==> src/rtl/ifu_pkg.sv <==
// ifu_pkg: shared widths, default sizing and the buffered fetch entry type
// for the instruction-fetch stage.

package ifu_pkg;

    localparam int unsigned INSTR_W     = 32;
    localparam int unsigned ADDR_W      = 32;
    localparam int unsigned DEPTH_DEF   = 2;
    localparam int unsigned MAX_OUT_DEF = 2;

    typedef struct packed {
        logic [ADDR_W-1:0]  pc;
        logic [INSTR_W-1:0] instr;
    } fetch_entry_t;

endpackage

==> src/rtl/ifu_fifo.sv <==
// ifu_fifo: small synchronous FIFO with push/pop/flush and an occupancy count.
// Serves as the {pc,instr} buffer and, at ADDR_W width, as the in-flight PC
// queue. Pop on empty is ignored; push on full is ignored unless a pop frees
// the slot in the same cycle. Head data is read combinationally.

module ifu_fifo
    import ifu_pkg::*;
#(
    parameter int unsigned DEPTH = DEPTH_DEF,
    parameter int unsigned W     = $bits(fetch_entry_t),
    localparam int unsigned AW   = (DEPTH > 1) ? $clog2(DEPTH) : 1,
    localparam int unsigned CW   = $clog2(DEPTH + 1)
) (
    input  logic          clk,
    input  logic          clr_n,
    input  logic          flush_i,
    input  logic          push_i,
    input  logic [W-1:0]  push_data_i,
    input  logic          pop_i,
    output logic [W-1:0]  head_o,
    output logic [CW-1:0] count_o
);

    logic [W-1:0]  mem_q [DEPTH];
    logic [AW-1:0] wr_ptr_q, wr_ptr_d;
    logic [AW-1:0] rd_ptr_q, rd_ptr_d;
    logic [CW-1:0] count_q, count_d;
    logic          do_push, do_pop;

    // Pointers wrap explicitly so non-power-of-two depths also work.
    function automatic logic [AW-1:0] ptr_inc(input logic [AW-1:0] p);
        return (p == AW'(DEPTH - 1)) ? '0 : p + AW'(1);
    endfunction

    // Next-state for pointers and occupancy.
    always_comb begin
        do_pop   = pop_i && (count_q != '0);
        do_push  = push_i && ((count_q != CW'(DEPTH)) || do_pop);
        wr_ptr_d = do_push ? ptr_inc(wr_ptr_q) : wr_ptr_q;
        rd_ptr_d = do_pop  ? ptr_inc(rd_ptr_q) : rd_ptr_q;
        count_d  = count_q + CW'(do_push) - CW'(do_pop);
    end

    // Control registers; reset and flush both empty the queue.
    always_ff @(posedge clk) begin
        if (!clr_n || flush_i) begin
            wr_ptr_q <= '0;
            rd_ptr_q <= '0;
            count_q  <= '0;
        end else begin
            wr_ptr_q <= wr_ptr_d;
            rd_ptr_q <= rd_ptr_d;
            count_q  <= count_d;
        end
    end

    // Storage needs no reset; only slots covered by count are ever read.
    always_ff @(posedge clk) begin
        if (do_push) begin
            mem_q[wr_ptr_q] <= push_data_i;
        end
    end

    assign head_o  = mem_q[rd_ptr_q];
    assign count_o = count_q;

endmodule

==> src/rtl/ifu_fetch_buffer.sv <==
// ifu_fetch_buffer: instruction-fetch stage between the PC register and decode.
// Issues in-order imem requests under a credit rule (buffered + outstanding
// never exceeds DEPTH, so responses always have a slot), pairs each response
// with its PC and queues {pc,instr} for decode. A redirect flushes everything
// and the responses still in flight are counted out through drop_cnt.
// Build option IFU_BYPASS_EN: when defined, a response arriving into an empty
// buffer is presented to decode in the same cycle and skips the buffer if
// decode takes it; when undefined decode sees registered entries only.

module ifu_fetch_buffer
    import ifu_pkg::*;
#(
    parameter int unsigned DEPTH   = DEPTH_DEF,
    parameter int unsigned MAX_OUT = MAX_OUT_DEF
) (
    input  logic               clk,
    input  logic               clr_n,
    input  logic [ADDR_W-1:0]  pc_in,
    output logic               pc_step,
    input  logic               redirect,
    output logic               imem_req_valid,
    output logic [ADDR_W-1:0]  imem_req_addr,
    input  logic               imem_req_ready,
    input  logic               imem_rsp_valid,
    input  logic [INSTR_W-1:0] imem_rsp_data,
    output logic               id_valid,
    input  logic               id_ready,
    output logic [ADDR_W-1:0]  id_pc,
    output logic [INSTR_W-1:0] id_instr
);

    localparam int unsigned CW = $clog2(DEPTH + 1);
    localparam int unsigned OW = $clog2(MAX_OUT + 1);

    logic [OW-1:0] outstanding_q, outstanding_d;
    logic [OW-1:0] drop_cnt_q, drop_cnt_d;

    logic [CW-1:0]     buf_cnt;
    fetch_entry_t      buf_head;
    fetch_entry_t      buf_push_data;
    logic              buf_push, buf_pop, buf_nonempty;
    logic [OW-1:0]     infl_cnt;
    logic [ADDR_W-1:0] infl_pc;

    logic req_ok, credit_ok, rsp_fire, rsp_keep, byp;

    // Issue rule, response classification and decode-side handshake.
    always_comb begin
        credit_ok      = (32'(buf_cnt) + 32'(outstanding_q)) < DEPTH;
        req_ok         = clr_n && !redirect && (drop_cnt_q == '0)
                         && (outstanding_q < OW'(MAX_OUT)) && credit_ok;
        imem_req_valid = req_ok;
        imem_req_addr  = pc_in;
        pc_step        = req_ok && imem_req_ready;

        // A response is only meaningful while something is outstanding.
        rsp_fire = clr_n && imem_rsp_valid && (outstanding_q != '0);
        rsp_keep = rsp_fire && !redirect && (drop_cnt_q == '0) && (infl_cnt != '0);
        buf_nonempty  = buf_cnt != '0;
        buf_push_data = '{pc: infl_pc, instr: imem_rsp_data};
`ifdef IFU_BYPASS_EN
        byp = rsp_keep && !buf_nonempty;
`else
        byp = 1'b0;
`endif
        buf_push = rsp_keep && !(byp && id_ready);
        buf_pop  = clr_n && buf_nonempty && id_ready;

        // Outputs read as zero while held in reset (the reset is synchronous).
        id_valid = clr_n && (buf_nonempty || byp);
        id_pc    = '0;
        id_instr = '0;
        if (clr_n && buf_nonempty) begin
            id_pc    = buf_head.pc;
            id_instr = buf_head.instr;
`ifdef IFU_BYPASS_EN
        end else if (byp) begin
            id_pc    = infl_pc;
            id_instr = imem_rsp_data;
`endif
        end
    end

    // Counter next-state; a redirect re-derives drop_cnt from what is still out.
    always_comb begin
        outstanding_d = outstanding_q + OW'(pc_step) - OW'(rsp_fire);
        drop_cnt_d    = drop_cnt_q;
        if (redirect) begin
            drop_cnt_d = outstanding_q - OW'(rsp_fire);
        end else if (rsp_fire && (drop_cnt_q != '0)) begin
            drop_cnt_d = drop_cnt_q - OW'(1);
        end
    end

    // Outstanding-request and drop counters.
    always_ff @(posedge clk) begin
        if (!clr_n) begin
            outstanding_q <= '0;
            drop_cnt_q    <= '0;
        end else begin
            outstanding_q <= outstanding_d;
            drop_cnt_q    <= drop_cnt_d;
        end
    end

    ifu_fifo #(
        .DEPTH (MAX_OUT),
        .W     (ADDR_W)
    ) u_infl (
        .clk         (clk),
        .clr_n       (clr_n),
        .flush_i     (redirect),
        .push_i      (pc_step),
        .push_data_i (pc_in),
        .pop_i       (rsp_fire),
        .head_o      (infl_pc),
        .count_o     (infl_cnt)
    );

    ifu_fifo #(
        .DEPTH (DEPTH),
        .W     ($bits(fetch_entry_t))
    ) u_buf (
        .clk         (clk),
        .clr_n       (clr_n),
        .flush_i     (redirect),
        .push_i      (buf_push),
        .push_data_i (buf_push_data),
        .pop_i       (buf_pop),
        .head_o      (buf_head),
        .count_o     (buf_cnt)
    );

endmodule

==> config.mk <==
export PLATFORM = sky130hd
export DESIGN_NAME = ifu_fetch_buffer
export DESIGN_NICKNAME = d
export VERILOG_FILES = /design/src/rtl/ifu_pkg.sv /design/src/rtl/ifu_fifo.sv /design/src/rtl/ifu_fetch_buffer.sv
export SDC_FILE = /design/constraint.sdc
export NUM_CORES = 1
export LEC_CHECK = 0
export ABC_AREA = 0
export BUFFER_PORTS_ARGS = -buffer_cell sky130_fd_sc_hd__clkbuf_2
export CAP_MARGIN = 20
export CORE_AREA = 3 3 163 165
export CTS_CLUSTER_SIZE = 40
export DETAILED_ROUTE_END_ITERATION = 10
export DIE_AREA = 0 0 166 168
export SLEW_MARGIN = 10
export SYNTH_ARGS = -nofsm -noshare
export SYNTH_HDL_FRONTEND = slang
export SYNTH_HIERARCHICAL = 1
export SYNTH_SLANG_ARGS = --single-unit
==> constraint.sdc <==
create_clock -name clk -period 10.9 [get_ports clk]
set_input_delay 2.18 -clock clk [delete_from_list [all_inputs] [get_ports clk]]
set_output_delay 2.18 -clock clk [all_outputs]
set_load 0.01 [all_outputs]
==> reports/summary.txt <==
IO Pins: 169
Sequential power share: 53.3%
Largest net degree at the start of global routing: 67
Worst Path Buf+Inv: 2
Die width: 166 um
Cts hold-fix bufs: 0
Top cell type's share of synthesized area: 65.68%
Crit-path max FO: 66
CP most frequent cell: clkbuf_2
Vias in the first global route: 4,709
Initial core utilization: 34.86%
Startpoint class of the critical path: input pin
Final Cycle Share: 52.29%
Nets: 717
CP endpoint kind: primary output
Final hold vios: 0
Core Region: 0.02518 mm^2
CTS Buffer Depth: 3
Final setup violating endpoints: 0
WS Path Type: in -> out
Synthesized instance count: 492
Residual DRC: 0
First-pass GRT wire length: 25.32 mm
Post-Syn Area: 0.008778 mm^2
Post-synth EDFFs: 192
Setup Skew: 0.006400 ns
Synth top cells by count: edfxtp_1, and2_1, mux2_4
WL per Instance: 16.08 um
Req. time, crit path: 8.72 ns
Port bufs: 168
Layout cells sized above 1: 47.93%
Worst-Margin Slew: 0.8852 ns
Setup TNS: 0 ns
CTS Sinks: 206
Worst Path Arrival: 3.52 ns
Post-CTS Setup Inserts: 0
F_max: 0.1755 GHz
CTS HTree Levels: 1
Syn. warnings: 6
Placer Congestion: 0.7276
Most common cell in the netlist: edfxtp_1
Clk root buf: clkbuf_16
Register area share after synthesis: 68.87%
Max transition margin: 40.99%
Area contributors post-synth: edfxtp_1, mux2_4, and2_1
Clock transition at path regs: 0.05 ns
HPWL after DPL: 9.950 mm
WHS: 0.5175 ns
Cell Chain, Critical Path: clkbuf_2, o21a_4, and2_1, clkbuf_2
Cts bufs inserted: 23
GR Util All Layers: 11.26%
Fillers: 2,291
Comb pwr share: 3.2%
Pre-CTS WS: 5.137 ns
Initial DRC Count: 163
Syn nets: 570
Vias per Instance: 4.416
Placed cells: 942
CP max stage cell: o21a_4
Unrepaired setup endpoints after global routing: false
PwrDens: 157.9 mW/mm^2
Yosys cell types: 34
Non-filler cells in the finished layout: 983
ANT cells: 0
Fin crit period: 5.699 ns
Initial DRT Pass Iterations: 4
Main flop type after synthesis: edfxtp_1
Async S/R FF share, synth: 0%
Net Sw Power: 311.6 uW
Vias: 4,341
Die area: 0.02789 mm^2
Remaining antenna violation count: 0
Max_cap viols: 0
Drt total wl: 15.81 mm
Synth area leader: edfxtp_1
Sw Share: 19.01%
Delay of the slowest critical-path stage: 0.63 ns
Seq cells post-synth: 206
Average size of a mapped cell: 17.84 um^2
Peak supply drop: 93.04 uV
Final setup margin: 5.201 ns
GR Overflow Total: 0
Leakage power: 0.003952 uW
Row count: 58
Die span in y: 168 um
Pins Over Slew Limit: 0
Post-cts resize count: 0
Internal power: 1327 uW
Clock Latency Late Sink: 0.49 ns
CTS tree: done
HP Class: reg -> reg
Initial antenna violation count: 0
CP delay by family, top: compound AO/OA/AOI/OAI gates
Clock share of power: 43.4%
Status: finished, final reports clean
P&R area growth vs syn: 18.22%
[worst register-to-register path, stage by stage (launching register included)]
cell and delay, ns:
dfxtp_1 0.47, o21a_4 0.62, and2_1 0.30, o31ai_4 0.11, nor2_4 0.52, buf_4 0.62
[logic make-up (layout without fill, tap and decap cells)]
group | count (synthesis) | count (layout) | synth area share [%]
flops | 206 | 206 | 68.87
mux | 98 | 98 | 15.11
simple gates | 96 | 96 | 6.628
buf+inv | 66 | 227 | 5.901
compound gates | 10 | 10 | 1.468
fa+ha+maj | 8 | 8 | 1.226
xor+xnor | 8 | 8 | 0.7982
[power by group through the flow]
stage	Clock, uW	Sequential (uW)	Combinational, uW
floorplan	0	890	30.5
global placement	0	890	49.2
detailed placement	0	890	52.1
CTS	743	874	52.5
global route	777	874	59.1
finish	712	874	53.2
[placed cells by master (no fill, tap or decap), types with 6 or more instances in the layout]
cell,instances
inv_1,13
and2_1,69
mux2_4,60
clkbuf_1,7
nor2_1,9
clkbuf_16,23
mux2_2,33
clkbuf_2,168
edfxtp_1,192
xnor2_1,6
ha_1,7
dfxtp_1,12
[cell type report]
class | instances | area, um^2 | share of cell area (%)
clock buffer | 30 | 601.8 | 5.799
clock inverter | 9 | 92.59 | 0.8922
inverter | 15 | 56.30 | 0.5426
multi-input combinational | 220 | 2245 | 21.63
sequential | 206 | 6051 | 58.31
tap | 330 | 412.9 | 3.979
timing repair buffer | 173 | 918.4 | 8.850
[sequential cells by signal, indices dropped and copies added, names as in the netlist, named ones only]
register / flops
u_buf/rd_ptr_q: 1
u_infl/rd_ptr_q: 1
drop_cnt_q: 2
u_buf/count_o: 2
u_infl/wr_ptr_q: 1
outstanding_q: 2
u_buf/mem_q: 128
u_infl/mem_q: 64
u_buf/wr_ptr_q: 1
u_infl/count_o: 2
[stage by stage]
stage          util, %  total power (uW)  cell area, um^2
6_report         41.21              1639            10380
5_1_grt          41.21              1709            10380
4_1_cts          40.99              1669            10320
3_5_place_dp     38.23             942.6             9628
3_3_place_gp     38.23             938.9             9628
2_1_floorplan        -             920.4             8778
[final timing paths]
check	start	endpoint	slack (ns)	cells past startpoint
max	clr_n	id_pc[3]	5.20	4
min	u_infl/rd_ptr_q	u_infl/rd_ptr_q	0.52	2
max reg2reg	u_buf/count_o[0]	u_buf/mem_q[1][7]	7.79	5
min reg2reg	u_infl/rd_ptr_q	u_infl/rd_ptr_q	0.52	2
[routing by layer]
metal / vias up / part of all wire (%) / track usage, %
met4: 0 / 2.6 / 3.834
met2: 134 / 49 / 20.00
met3: 34 / 5.7 / 2.231
met1: 2111 / 42 / 13.79
met5: - / 0 / 0
li1: 2062 / - / -
No activity file was read; power rests on OpenSTA's default activity.
